[src/rtl/imem_loader_pkg.sv]
// Shared definitions for the boot-time instruction-memory loader:
// FSM state encoding and byte-stream framing constants.
package imem_loader_pkg;

    typedef enum logic [2:0] {
        S_LEN_LO = 3'd0,
        S_LEN_HI = 3'd1,
        S_DATA   = 3'd2,
        S_CSUM   = 3'd3,
        S_DONE   = 3'd4,
        S_ERROR  = 3'd5
    } state_t;

    localparam int HDR_LEN        = 2;
    localparam int BYTES_PER_WORD = 4;

    function automatic logic state_accepts(input state_t s);
        case (s)
            S_LEN_LO, S_LEN_HI, S_DATA, S_CSUM: return 1'b1;
            default:                            return 1'b0;
        endcase
    endfunction

endpackage

[src/rtl/imem_loader_packer.sv]
// Assembles little-endian 32-bit words from accepted data bytes and emits a
// registered one-cycle word-complete pulse with the finished word.
module byte_to_word_packer
    import imem_loader_pkg::*;
(
    input  logic        clock,
    input  logic        reset,
    input  logic        load,
    input  logic [7:0]  data_in,
    output logic        last_byte,
    output logic        word_valid,
    output logic [31:0] word
);

    localparam int CNT_W = $clog2(BYTES_PER_WORD);

    logic [CNT_W-1:0] byte_cnt;
    logic [31:0]      shreg;
    logic [31:0]      assembled;

    // Newest byte enters at the top, so the first byte ends up least significant.
    assign assembled = {data_in, shreg[31:8]};
    assign last_byte = load && (byte_cnt == CNT_W'(BYTES_PER_WORD - 1));

    // Shift register, byte counter and registered word output.
    always_ff @(posedge clock) begin
        if (reset) begin
            byte_cnt   <= CNT_W'(0);
            shreg      <= 32'h0000_0000;
            word_valid <= 1'b0;
            word       <= 32'h0000_0000;
        end else begin
            word_valid <= last_byte;
            if (load) begin
                byte_cnt <= byte_cnt + CNT_W'(1);
                shreg    <= assembled;
            end
            if (last_byte) begin
                word <= assembled;
            end
        end
    end

endmodule

[src/rtl/imem_loader.sv]
// Boot loader: parses length / data / checksum byte stream, writes words into
// instruction memory and holds the core in reset until a verified load.
module imem_loader
    import imem_loader_pkg::*;
#(
    parameter int ADDR_WIDTH = 8
) (
    input  logic                  clock,
    input  logic                  reset,
    input  logic [7:0]            in_byte,
    input  logic                  in_valid,
    output logic                  in_ready,
    output logic                  imem_we,
    output logic [ADDR_WIDTH-1:0] imem_addr,
    output logic [31:0]           imem_wdata,
    output logic                  cpu_hold,
    output logic                  done,
    output logic                  error
);

    localparam int LEN_BITS = HDR_LEN * 8;
    localparam int WCNT_W   = ADDR_WIDTH + 1;
    localparam logic [LEN_BITS-1:0] DEPTH = LEN_BITS'(1) << ADDR_WIDTH;

    state_t              state;
    state_t              state_next;
    logic [LEN_BITS-1:0] len;
    logic [LEN_BITS-1:0] len_full;
    logic [WCNT_W-1:0]   word_cnt;
    logic [7:0]          csum;
    logic                accept;
    logic                data_load;
    logic                last_byte;
    logic                last_word;

    assign in_ready  = !reset && state_accepts(state);
    assign accept    = in_valid && in_ready;
    assign data_load = accept && (state == S_DATA);
    assign len_full  = {in_byte, len[7:0]};
    assign last_word = (LEN_BITS'(word_cnt) + LEN_BITS'(1)) == len;

    byte_to_word_packer u_packer (
        .clock      (clock),
        .reset      (reset),
        .load       (data_load),
        .data_in    (in_byte),
        .last_byte  (last_byte),
        .word_valid (imem_we),
        .word       (imem_wdata)
    );

    // Next-state logic; illegal encodings fall into the error state.
    always_comb begin
        state_next = state;
        case (state)
            S_LEN_LO: begin
                if (accept) state_next = S_LEN_HI;
                else        state_next = state;
            end
            S_LEN_HI: begin
                if (!accept)                       state_next = state;
                else if (len_full > DEPTH)         state_next = S_ERROR;
                else if (len_full == LEN_BITS'(0)) state_next = S_CSUM;
                else                               state_next = S_DATA;
            end
            S_DATA: begin
                if (last_byte && last_word) state_next = S_CSUM;
                else                        state_next = state;
            end
            S_CSUM: begin
                if (!accept)              state_next = state;
                else if (in_byte == csum) state_next = S_DONE;
                else                      state_next = S_ERROR;
            end
            S_DONE:  state_next = S_DONE;
            S_ERROR: state_next = S_ERROR;
            default: state_next = S_ERROR;
        endcase
    end

    // State register.
    always_ff @(posedge clock) begin
        if (reset) begin
            state <= S_LEN_LO;
        end else begin
            state <= state_next;
        end
    end

    // Length, word counter, running XOR, write address and status flags.
    always_ff @(posedge clock) begin
        if (reset) begin
            len       <= LEN_BITS'(0);
            word_cnt  <= WCNT_W'(0);
            csum      <= 8'h00;
            imem_addr <= ADDR_WIDTH'(0);
            cpu_hold  <= 1'b1;
            done      <= 1'b0;
            error     <= 1'b0;
        end else begin
            cpu_hold <= (state_next != S_DONE);
            done     <= (state_next == S_DONE);
            error    <= (state_next == S_ERROR);
            if (accept && state == S_LEN_LO) len[7:0] <= in_byte;
            if (accept && state == S_LEN_HI) len[LEN_BITS-1:8] <= in_byte;
            if (data_load) csum <= csum ^ in_byte;
            if (last_byte) begin
                imem_addr <= word_cnt[ADDR_WIDTH-1:0];
                word_cnt  <= word_cnt + WCNT_W'(1);
            end
        end
    end

endmodule

[config.mk]
export PLATFORM = sky130hd
export DESIGN_NAME = imem_loader
export DESIGN_NICKNAME = d
export VERILOG_FILES = /design/src/rtl/imem_loader_pkg.sv /design/src/rtl/imem_loader_packer.sv /design/src/rtl/imem_loader.sv
export SDC_FILE = /design/constraint.sdc
export NUM_CORES = 1
export LEC_CHECK = 0
export ABC_AREA = 1
export BUFFER_PORTS_ARGS = -buffer_cell sky130_fd_sc_hd__buf_4
export CAP_MARGIN = 10
export CORE_MARGIN = 2
export CORE_UTILIZATION = 40
export CTS_BUF_LIST = sky130_fd_sc_hd__clkbuf_16
export DETAILED_ROUTE_END_ITERATION = 10
export GPL_ROUTABILITY_DRIVEN = 0
export GPL_TIMING_DRIVEN = 0
export PLACE_DENSITY = 0.63
export SYNTH_ARGS = -nofsm -noshare
export SYNTH_HDL_FRONTEND = slang
export SYNTH_SLANG_ARGS = --single-unit
[constraint.sdc]
create_clock -name clock -period 1.9 [get_ports clock]
set_clock_uncertainty 0.1 [all_clocks]
set_input_delay 0.38 -clock clock [delete_from_list [all_inputs] [get_ports clock]]
set_output_delay 0.38 -clock clock [all_outputs]
set_load 0.01 [all_outputs]
==> results, run 1 <==
- The flow ran to the end, and the final reports show no timing, DRC or antenna violations.
- Summed over all nets, wire length on met2 after detailed routing comes to 5.45 mm.
- The first-pass GRT wire length is 18.5 mm.
- The number of iterations in the first detailed-routing pass is 5.
- The die is 107 µm wide.
- By area the synthesized netlist is led by sky130_fd_sc_hd__dfxtp_1, sky130_fd_sc_hd__o21ai_0, sky130_fd_sc_hd__nand2_1.
- The total overflow reported by the global router is 0.
- The portion of the clock cycle consumed by the worst path in the final layout is 0.931.
- The routed design has 11.4 mm of wire.
- Setup repair after global routing could not meet its margin everywhere.
- The sort of element at the start of the critical path is a flip-flop.
- Setup violations remaining at the end of the flow were counted as 0.
- The height of the die is 107 µm.
- The area enclosed by the die boundary is 11500 µm².
- The met1 layer wirelength in the final routing is around 5.0 mm.
- Of the cells placed in the final design, the portion with a size suffix greater than 1 is 0.162.
- The number of H-tree levels is 3.
- The number of DRC violations after detailed routing is 0.
- The post-synthesis average cell area is 7.43 µm².
- The core region is 10300 µm².
- The number of max-cap violations is 0.
- The boundary pin count is 56.
- The number of nets handed over by synthesis was 585.
- In the synthesized netlist, the cells that appear most often are sky130_fd_sc_hd__dfxtp_1, sky130_fd_sc_hd__nand2_1, sky130_fd_sc_hd__nor2_1.
- The CTS tree is built.
- After detailed routing, the number of vias per cell comes to 5.18.
- The clock-pin slew of the registers on the worst-case setup and hold paths is 0.07 ns.
- Dividing the detail-routed wire length by the instance count gives 14.6 µm.
- The class of the worst hold path is input port to flip-flop.
- The detail route stage leaves a number of antenna-violating nets equal to 0.
- Fill cells in the final layout number just over 1000.
- Setup slack closes at 0.130 ns.
- The worst vdd rail ir drop is 0.000425 V.
- The number of clock buffers added by TritonCTS is 9.
- The clock net in this run drives a total of 106 sinks.
- At the end of the flow, the number of nets in the layout was 651.
- The type of the worst setup path is flip-flop to flip-flop.
- The final cell count without fillers is 779.
- Power spread over the standard cell area amounts to 854 nW/µm².
- The instance count after placement with tap cells included is 763.
- For this block, the initial DRC count from the detailed router was about 220.
- The maximum number of pins on one net before global-route repair is 21.
- The cell at the root of the clock tree is sky130_fd_sc_hd__clkbuf_16.
- The mapped netlist covers 4250 µm².
- The repair_antennas step left the layout with diodes totalling 0.
- The cell count after synthesis came out at between 500 and 600.
- The slew at the pin closest to its max-slew limit is between 0.5 and 0.6 ns.
- The post-synthesis cell type with the largest combined area is sky130_fd_sc_hd__dfxtp_1.
- The count of cell types in the netlist is 27.
- The via count of the first global-routing pass is 3811.
- The leakage power figure is roughly 2.4 nW.
- The highest signal layer in the routed design is met4.
- The leading cell type by number of instances after synthesis is sky130_fd_sc_hd__dfxtp_1.
- The routed layout has 4034 vias.
- The main flop type after synthesis is sky130_fd_sc_hd__dfxtp_1.
- The clock insertion delay at the later pin of the skew report is 0.35 ns.
- The data required time of the worst path is 2.04 ns.
- The part of the Yosys area used for sequential elements is 0.499.
- The critical path capture point type is a flip-flop.
- The share of flip-flops with an asynchronous set or reset after synthesis is 0.
- The estimated wirelength of the detail-placed design is 8.31 mm.
- For this configuration, the core starts out at a cell density of 0.412.
- Of the post-synthesis cell area, the dominant cell type holds 0.499.
- Counting flops and latches in the post-synthesis netlist gives between 100 and 150.
- Timing would allow up to 565 MHz.
- The area growth from synthesis to layout is 22.2%.
- The relative slew slack is 0.608.
- Buffers placed on the I/O ports in this run total 55.
- The placed instance area is 4830 µm².
- Yosys printed 0 warnings.
- The row count is 37.
- The maximum root-to-sink buffer count is 2.
- The data arrival at the endpoint of the critical path is 1.91 ns.
- The initial antenna violation count is 0.
- The area of all placed cells without fillers is about 5200 µm².
- Counting I/O delays and the setup requirement, the final critical path takes about 1.8 ns.
- The number of flops mapped to enable cells by yosys is 0.
- The worst setup slack before clock tree synthesis is -0.216 ns.
- The count of final max-slew check failures is 0.
- The final-report hold violation count came to 0.
- The routed length on met3 is 510 µm.
- The total global routing track utilization is 0.207.
- The highest net fanout along the worst path is 10.
## area by class of cell
class	count	area (µm²)	share of cell area
Clock buffer	9	225	0.0433
Timing Repair Buffer	55	413	0.0795
Clock inverter	7	95.1	0.0183
Buffer	29	143	0.0275
Inverter	39	146	0.0282
Tap cell	136	170	0.0327
Sequential cell	106	2130	0.410
Multi-Input combinational cell	398	1870	0.361
## report_power, final
part           internal [W]  switching [W]  total, W  leakage, nW
logic             0.0000701       0.000147  0.000217         1.35
clock network       0.00106       0.000903   0.00197        0.157
registers           0.00224      0.0000143   0.00225        0.857
## sequential cells by signal, summed over array words and instances, names as in the netlist, 2 cells and up
signal             flops
u_packer.word         32
imem_addr              8
u_packer.shreg        24
state                  3
word_cnt               9
csum                   8
u_packer.byte_cnt      2
len                   16
## placed cells by master (no fill, tap or decap), types with 3 or more instances in the layout
master	instances
sky130_fd_sc_hd__a21oi_1	43
sky130_fd_sc_hd__a31oi_1	4
sky130_fd_sc_hd__buf_2	11
sky130_fd_sc_hd__buf_4	58
sky130_fd_sc_hd__clkbuf_1	13
sky130_fd_sc_hd__clkbuf_16	9
sky130_fd_sc_hd__dfxtp_1	104
sky130_fd_sc_hd__inv_1	37
sky130_fd_sc_hd__nand2_1	101
sky130_fd_sc_hd__nand3_1	44
sky130_fd_sc_hd__nand3_2	3
sky130_fd_sc_hd__nand4_1	4
sky130_fd_sc_hd__nor2_1	97
sky130_fd_sc_hd__nor2_2	3
sky130_fd_sc_hd__o21ai_0	75
sky130_fd_sc_hd__o21ai_1	3
sky130_fd_sc_hd__xnor2_1	6
## per-layer routing
layer,track usage,vias up
met5,0,-
met4,0.0937,0
met3,0.0389,31
met2,0.347,119
met1,0.258,1880
li1,-,2004
## worst max-delay path: stages, from the launching register on
cell and delay [ns]:
sky130_fd_sc_hd__dfxtp_1 0.35, sky130_fd_sc_hd__inv_1 0.11, sky130_fd_sc_hd__nand3_1 0.18, sky130_fd_sc_hd__nor2_8 0.22, sky130_fd_sc_hd__nand2_4 0.09, sky130_fd_sc_hd__buf_6 0.15
sky130_fd_sc_hd__buf_2 0.19, sky130_fd_sc_hd__o21ai_0 0.21, sky130_fd_sc_hd__nor2_1 0.05
## metrics by stage
stage           TNS, ns  utilization  hold WS (ns)  total power (W)
2_1_floorplan         0            -         0.329          0.00243
3_3_place_gp      -1.75        0.468         0.339          0.00252
3_5_place_dp      -2.56        0.468         0.348          0.00252
4_1_cts               0        0.501         0.169          0.00445
5_1_grt        -0.00490        0.503         0.173          0.00458
6_report              0        0.503         0.177          0.00444
## cells by family (layout without fill, tap and decap cells)
| group | count (synthesis) | in the layout | synth area share |
|---|---|---|---|
| simple gates | 261 | 261 | 0.259 |
| compound gates | 127 | 127 | 0.152 |
| flops | 106 | 106 | 0.499 |
| buf+inv | 68 | 139 | 0.0677 |
| xor+xnor | 8 | 8 | 0.0165 |
| fa+ha+maj | 2 | 2 | 0.00588 |
## what timing repair did
action,CTS,global route
pin swaps,1,1
setup endpoints to repair,4,6
resized for setup,6,8
buffers inserted,0,0
hold buffers,0,0
## final timing paths
| check | cells after the start | slack, ns | start | endpoint |
|---|---|---|---|---|
| hold reg to reg | 2 | 0.35 | len[13] | len[13] |
| setup / recovery | 8 | 0.13 | state[2] | u_packer.word[7] |
| hold / removal | 2 | 0.18 | reset | len[0] |
| setup reg to reg | 8 | 0.13 | state[2] | u_packer.word[7] |
No activity file was read; power rests on OpenSTA's default activity.
==> run 2: changes to the inputs <==
- CELL_PAD_IN_SITES_DETAIL_PLACEMENT: unset -> 2
- CELL_PAD_IN_SITES_GLOBAL_PLACEMENT: unset -> 2
- CORE_UTILIZATION: 40 -> 32
- PLACE_DENSITY: 0.63 -> unset
- PLACE_DENSITY_LB_ADDON: unset -> 0.1
- SLEW_MARGIN: unset -> 20
==> results, run 2 (synthesis results as in run 1) <==
- The run finished with clean final reports.
- The data arrival at the endpoint of the critical path is 1.96 ns (+0.05 ns).
- The via count of the routed design was 4118 (+2.1%).
- The worst hold-check slack is 0.155 ns (-0.0214 ns).
- The sequential cell area in the final layout is 2130 µm² (about the same).
- The number of buffers added by the clock tree synthesis step was 9 (unchanged).
- The minimum clock period came to 1.80 ns (+0.0313 ns).
- The portion of the clock cycle consumed by the worst path in the final layout is 0.948 (+0.0165).
- The clock-pin slew of the registers on the worst-case setup and hold paths came to 0.08 ns (about the same).
- The row count came to 42 (+14%).
- The antenna diode count is 0 (unchanged).
- The average wire length per cell after detail routing is 18.4 µm (+26%).
- The signal on the critical path passes through ha_4 -> nand3_2 -> nor2_4 -> nand2_1 -> nand3_1 -> nand2_1 -> nor2_2 -> nand3_2 -> nand3_1 -> inv_1.
- The total power density per cell area is 823 nW/µm² (-3.6%).
- The footprint of the multi-input gates is 1900 µm² (+1.1%).
- The layer flagged by global routing as most heavily used is met2.
- The number of endpoints failing setup at the final stage came to 0 (unchanged).
- In the layout the commonest cells are sky130_fd_sc_hd__dfxtp_1, sky130_fd_sc_hd__nand2_1, sky130_fd_sc_hd__nor2_1.
- The tree is rooted in a sky130_fd_sc_hd__clkbuf_16.
- The initial antenna violation count was 0 (unchanged).
- The estimated wirelength of the detail-placed design is 11.0 mm (+32%).
- The number of iterations in the first detailed-routing pass is 6 (+1).
- The number of DRC violations after detailed routing was 0 (unchanged).
- The total overflow reported by the global router came to 0 (unchanged).
- The peak clock frequency supported by timing is 555 MHz (-1.7%).
- The relative slew slack is 0.537 (-0.0711).
- The number of max-cap violations is 0 (unchanged).
- The global routing usage on met3 is 0.0489 (+0.00994).
- The number of vias per cell is 5.02 (-3.0%).
- The area enclosed by the die boundary came to 14200 µm² (+24%).
- The final-report hold violation count is 0 (unchanged).
- The share of final-layout standard cells stronger than drive strength 1 was 0.174 (+0.0122).
- The initial cell density of the core was 0.325 (-0.0869).
- The final-layout fill cell count came to 1558 (+52%).
- The number of input and output port buffers inserted is 55 (unchanged).
- The largest registers in the layout are u_packer.word x32, u_packer.shreg x24, len x16.
- The critical path capture point type is a flip-flop.
- The count of clock tree sinks came to 106 (unchanged).
- The highest net fanout along the worst path is 8 (-2).
- TritonCTS built the clock tree.
- The post-detailed-routing wire length is 15.1 mm (+33%).
- The layout overhead on the synthesized area is 23.2%.
- The clock insertion delay at the later pin of the skew report is 0.36 ns (about the same).
- The maximum root-to-sink buffer count is 2 (unchanged).
- The number of nets still failing antenna checks after routing was 0 (unchanged).
- The final cell count without fillers is 820 (+5.3%).
- The met1 usage is 0.253 (-0.00541).
- The instance count after placement with tap cells included was 803 (+5.2%).
- The sort of element at the start of the critical path is a flip-flop.
- The largest stage delay on the critical path is 0.42 ns (+0.07 ns).
- Setup repair after global routing could not meet its margin everywhere.
- The width of the chip is 119 µm (+11%).
- The leading cell type in the layout, fill and taps excluded is sky130_fd_sc_hd__dfxtp_1.
- The type of the worst setup path is flip-flop to flip-flop.
- The met2 track utilization from global routing came to 0.417 (+0.0703).
- Ranked by flip-flop count, first place goes to u_packer.word.
- The height of the die is 119 µm (+11%).
- The net count reported at finish is 652 (+0.15%).
- The number of design-rule violations left by the first detailed-router iteration came to 157 (-30%).
- The leakage power figure was 2.36 nW (-0.20%).
- The number of H-tree levels was 3 (unchanged).
- The total global routing track utilization came to 0.221 (+0.0143).
- The data required time of the worst path was 2.06 ns (+0.02 ns).
- The first-pass GRT wire length is 24.2 mm (+30%).
- The count of final max-slew check failures is 0 (unchanged).
- The boundary pin count came to 56 (unchanged).
- The placeable core region is 13100 µm² (+27%).
- The maximum number of pins on one net before global-route repair is 19 (-9.5%).
- The worst vdd rail ir drop is 0.000766 V (+80%).
- The number of flip-flops in the largest register is 32 (unchanged).
- The slew at the pin closest to its max-slew limit came to 0.694 ns (+0.107 ns).
- The via count of the first global-routing pass came to 4538 (+19%).
- In this run the worst hold path is classified as input port to flip-flop.
- The highest-delay cell along the critical path is sky130_fd_sc_hd__dfxtp_4.
run 2: timing repair:
| item | in CTS | in global routing |
|---|---|---|
| hold buffers | 0 | 0 |
| resized for setup | 10 | 17 |
| buffers inserted | 0 | 1 |
| cloned | 0 | 0 |
| pin swaps | 0 | 1 |
| endpoints found under the setup margin | 13 | 30 |
run 2: final cells by class:
type,count,area share
Clock inverter,7,0.0100
Inverter,39,0.0280
Buffer,29,0.0277
Timing Repair Buffer,56,0.0803
Tap cell,176,0.0421
Multi-Input combinational cell,398,0.362
Sequential cell,106,0.407
Clock buffer,9,0.0430
run 2: critical path, delay by kind of cell, from the launching register on:
kind | cells | cell delay, ns
DFF | 1 | 0.42
and+or+nand+nor | 8 | 0.95
buffers and inverters | 1 | 0.05
adders and majority gates | 1 | 0.18
run 2: power by group:
part           switching [W]  total (W)  internal [W]
combinational       0.000168   0.000239     0.0000715
sequential         0.0000153    0.00225       0.00224
clock               0.000914    0.00182      0.000902
run 2: final timing paths:
| kind | from | to | slack (ns) | cells after the start |
|---|---|---|---|---|
| hold / removal | reset | u_packer.shreg[9] | 0.16 | 2 |
| setup / recovery | word_cnt[0] | done | 0.1 | 10 |
| setup reg to reg | word_cnt[0] | done | 0.1 | 10 |
| hold reg to reg | len[14] | len[14] | 0.37 | 2 |
run 2: per-layer routing:
| metal | vias up | part of all wire |
|---|---|---|
| met5 | - | 0 |
| met4 | 0 | 0.012 |
| li1 | 1994 | - |
| met1 | 2067 | 0.42 |
| met3 | 13 | 0.027 |
| met2 | 44 | 0.54 |
run 2: stage by stage:
step           setup WS [ns]  setup TNS (ns)  instance area, µm²   util  total power (W)
2_1_floorplan          0.220               0                4250      -          0.00243
3_3_place_gp          -0.387           -7.94                4880  0.373          0.00254
3_5_place_dp          -0.445          -10.04                4880  0.373          0.00255
4_1_cts              0.00513               0                5180  0.396          0.00436
5_1_grt              -0.0427         -0.0427                5240  0.400          0.00446
6_report              0.0990               0                5240  0.400          0.00431
==> run 3: changes to the inputs <==
- ABC_AREA: 1 -> unset
- CORE_UTILIZATION: 32 -> 34
==> results, run 3 <==
- The synthesized netlist cell count came to 516 (-9.8%).
- The share of final-layout standard cells stronger than drive strength 1 came to 0.216 (+0.0418).
- The height of the die came to 116 µm (-2.6%).
- u_packer.word holds more flip-flops than any other register.
- The peak clock frequency supported by timing came to 497 MHz (-10%).
- The row count came to 40 (-4.8%).
- The slack of the worst reg-to-reg path came to -0.11 ns (-0.21 ns).
- The estimated wirelength of the detail-placed design is 9.87 mm (-10%).
- The number of input and output port buffers inserted came to 54 (-1.8%).
- The synthesized design spends more area on one cell type than any other, namely sky130_fd_sc_hd__dfxtp_1.
- The first-pass GRT wire length came to 22.7 mm (-6.0%).
- The layout overhead on the synthesized area is 26.4%.
- Sorting the synthesized cells by area gives the leading types as sky130_fd_sc_hd__dfxtp_1, sky130_fd_sc_hd__nand2_1, sky130_fd_sc_hd__a21oi_1.
- The leading cell type in the layout, fill and taps excluded is sky130_fd_sc_hd__nand2_1.
- The area of all placed cells without fillers is 5400 µm² (+3.2%).
- The number of buffers added by the clock tree synthesis step is 9 (unchanged).
- The minimum clock period is 2.01 ns (+0.211 ns).
- The total power density per cell area is 789 nW/µm² (-4.2%).
- The placed instance area came to 4910 µm² (+0.54%).
- The data arrival at the endpoint of the critical path is 2.18 ns (+0.22 ns).
- The met1 usage came to 0.266 (+0.0133).
- The portion of the clock cycle consumed by the worst path in the final layout was 1.06 (+0.111).
- The reg-to-reg critical path endpoint is state[0].
- The worst register-to-register path begins at word_cnt[0].
- The busiest metal layer after global routing is met2.
- The final cell count without fillers is 766 (-6.6%).
- The met2 track utilization from global routing is 0.403 (-0.0143).
- The via count of the first global-routing pass is 4283 (-5.6%).
- The placeable core region is 12200 µm² (-7.1%).
- The part of the Yosys area used for sequential elements was 0.496 (-0.00278).
- The maximum root-to-sink buffer count is 2 (unchanged).
- The instance count after placement with tap cells included is 738 (-8.1%).
- The commonest cells after synthesis are sky130_fd_sc_hd__nand2_1, sky130_fd_sc_hd__dfxtp_1, sky130_fd_sc_hd__a21oi_1.
- The adder-cell area share of the yosys netlist is 0.00585 (-0.0000327).
- The area fraction in and, or, nand and nor cells after synthesis was 0.264 (+0.00471).
- The post-detailed-routing wire length is 13.9 mm (-7.6%).
- The number of DRC violations after detailed routing is 0 (unchanged).
- The number of endpoints failing setup at the final stage came to 2 (+2).
- The net count reported at finish is 607 (-6.9%).
- The proportion of synthesized area in mux cells is 0 (unchanged).
- The sink of the worst hold path is u_packer.word[27].
- The number of H-tree levels is 3 (unchanged).
- The number of nets still failing antenna checks after routing is 0 (unchanged).
- The width of the chip was 116 µm (-2.6%).
- The number of flops mapped to enable cells by yosys is 0 (unchanged).
- The area share of the leading cell type in the synthesized netlist was 0.496 (-0.00278).
- The maximum number of pins on one net before global-route repair is 17 (-2).
- The cell count of the worst hold path is 3 (+1).
- The number of flip-flops in the largest register is 32 (unchanged).
- The complex-gate fraction of the synthesized area came to 0.118 (-0.0339).
- The global routing usage on met3 is 0.0477 (-0.00111).
- The number of iterations in the first detailed-routing pass was 4 (-2).
- The cell at the root of the clock tree is sky130_fd_sc_hd__clkbuf_16.
- The checks that failed: setup timing.
- The boundary pin count was 56 (unchanged).
- The total overflow reported by the global router came to 0 (unchanged).
- The total global routing track utilization came to 0.223 (+0.00117).
- The number of design-rule violations left by the first detailed-router iteration is 156 (-0.64%).
- The number of max-cap violations is 0 (unchanged).
- The highest net fanout along the worst path is 3 (-5).
- The average wire length per cell after detail routing is 18.2 µm (-1.1%).
- The initial antenna violation count is 0 (unchanged).
- The clock-pin slew of the registers on the worst-case setup and hold paths is 0.07 ns (about the same).
- The flow ran to the end, but the final reports show violations.
- The via count of the routed design is 3880 (-5.8%).
- The count of clock tree sinks came to 106 (unchanged).
- The warning count from the yosys run is 0 (unchanged).
- The power consumption is 0.00426 W (-1.1%).
- The main flop type after synthesis is sky130_fd_sc_hd__dfxtp_1.
- The class of the worst hold path is input port to flip-flop.
- The leading cell type by number of instances after synthesis is sky130_fd_sc_hd__nand2_1.
- The length in cells of the worst reg-to-reg path came to 6 (-4).
- The largest registers in the layout are u_packer.word x32, u_packer.shreg x24, len x16.
- The post-synthesis average cell area is 8.29 µm² (+11%).
- The leakage power figure is 2.09 nW (-11%).
- The type of the worst setup path is flip-flop to flip-flop.
- The worst hold path begins at in_byte[3].
- The net count of the mapped netlist is 529 (-9.6%).
- The post-route worst setup slack was -0.112 ns (-0.211 ns).
- The worst vdd rail ir drop was 0.000614 V (-20%).
- The clock insertion delay at the later pin of the skew report was 0.35 ns (about the same).
- The cell area after synthesis was 4280 µm² (+0.56%).
- The accumulated negative setup slack is -0.156 ns (-0.156 ns).
- The count of cell types in the netlist is 39 (+44%).
- The area enclosed by the die boundary came to 13500 µm² (-5.2%).
- The slew at the pin closest to its max-slew limit is 0.644 ns (-0.0499 ns).
- The post-synthesis register bit count is 106 (unchanged).
- The number of vias per cell came to 5.07 (+0.86%).
- The relative slew slack came to 0.571 (+0.0332).
- The post-cts hold buffer count is 0 (unchanged).
- TritonCTS built the clock tree.
- The antenna diode count is 0 (unchanged).
- The worst setup path is launched from a flip-flop.
- The data required time of the worst path came to 2.07 ns (about the same).
- The initial cell density of the core is 0.352 (+0.0266).
- The final-report hold violation count was 0 (unchanged).
- The area share of xor/xnor cells in the synthesized design came to 0.0737 (+0.0573).
- By area, the combinational part of the netlist is dominated by simple AND/OR/NAND/NOR gates.
- The share of flip-flops with an asynchronous set or reset after synthesis is 0 (unchanged).
- The worst setup path is captured at a flip-flop.
- The count of final max-slew check failures was 0 (unchanged).
- Setup repair after global routing could not meet its margin everywhere.
- The library cells used most frequently in the layout, excluding fill and tap cells, are sky130_fd_sc_hd__nand2_1, sky130_fd_sc_hd__dfxtp_1, sky130_fd_sc_hd__buf_4.
run 3: cell count changes after synthesis, sizes merged, moves of 4 or more:
cell	previous run	this run
nor2	102	20
o21ai	78	14
nand2	104	157
inv	39	4
nand3	47	14
nand3b	1	23
a21oi	43	64
xor2	2	19
xnor2	6	17
clkbuf	14	22
or4	0	5
nand4	4	8
run 3: cell families (layout without fill, tap and decap cells):
| logic type | after synthesis | in the layout |
|---|---|---|
| xor+xnor | 36 | 36 |
| simple gates | 244 | 244 |
| compound gates | 89 | 89 |
| flops | 106 | 106 |
| fa+ha+maj | 2 | 2 |
| buf+inv | 39 | 121 |
run 3: through the flow:
step,hold slack [ns],worst slack (ns),utilization
after floorplan,0.332,-0.0386,-
after global placement,0.345,-0.492,0.404
after detailed placement,0.354,-0.509,0.404
after CTS,0.191,-0.173,0.437
after global routing,0.205,-0.160,0.444
final,0.207,-0.112,0.444
run 3: per-layer routing:
layer	wire [µm]	up-vias
met5	0	-
met4	271	0
met3	374	17
met2	7220	43
met1	6070	1938
li1	-	1882
run 3: power breakdown:
part	total (W)	leakage [nW]	internal [W]	switching, W
combinational	0.000221	1.10	0.0000848	0.000136
sequential	0.00225	0.860	0.00223	0.0000160
clock	0.00179	0.135	0.000953	0.000838
total	0.00426	2.09	0.00327	0.000990
run 3: worst max-delay path, stage by stage, from the launching register on:
cell	delay [ns]
sky130_fd_sc_hd__dfxtp_4	0.37
sky130_fd_sc_hd__ha_4	0.16
sky130_fd_sc_hd__nand3_2	0.08
sky130_fd_sc_hd__or3_4	0.38
sky130_fd_sc_hd__o2bb2a_4	0.20
sky130_fd_sc_hd__a2111o_1	0.39
sky130_fd_sc_hd__o32ai_2	0.24
run 3: layout make-up:
cell class	count	area (µm²)
Inverter	4	15.0
Sequential cell	106	2140
Clock buffer	10	250
Multi-Input combinational cell	371	2060
Timing Repair Buffer	69	522
Tap cell	168	210
Clock inverter	5	28.8
Fill cell	1387	6760
Buffer	33	180
run 3: how the worst max path moves through the flow:
stage / from / endpoint / slack (ns) / depth (start not counted)
after global routing: word_cnt[0] / state[0] / -0.16 / 6
after floorplan: word_cnt[0] / state[0] / -0.04 / 7
final: word_cnt[0] / state[0] / -0.11 / 6
after detailed placement: reset / state[0] / -0.51 / 7
after CTS: word_cnt[1] / state[0] / -0.17 / 7
after global placement: reset / state[0] / -0.49 / 7
run 3: what timing repair did:
item | 4_1_cts | 5_1_grt
endpoints found under the hold margin | 0 | 0
setup buffers | 9 | 6
pin swaps | 5 | 6
cloned | 0 | 0
endpoints found under the setup margin | 78 | 52
gates resized for setup | 26 | 25
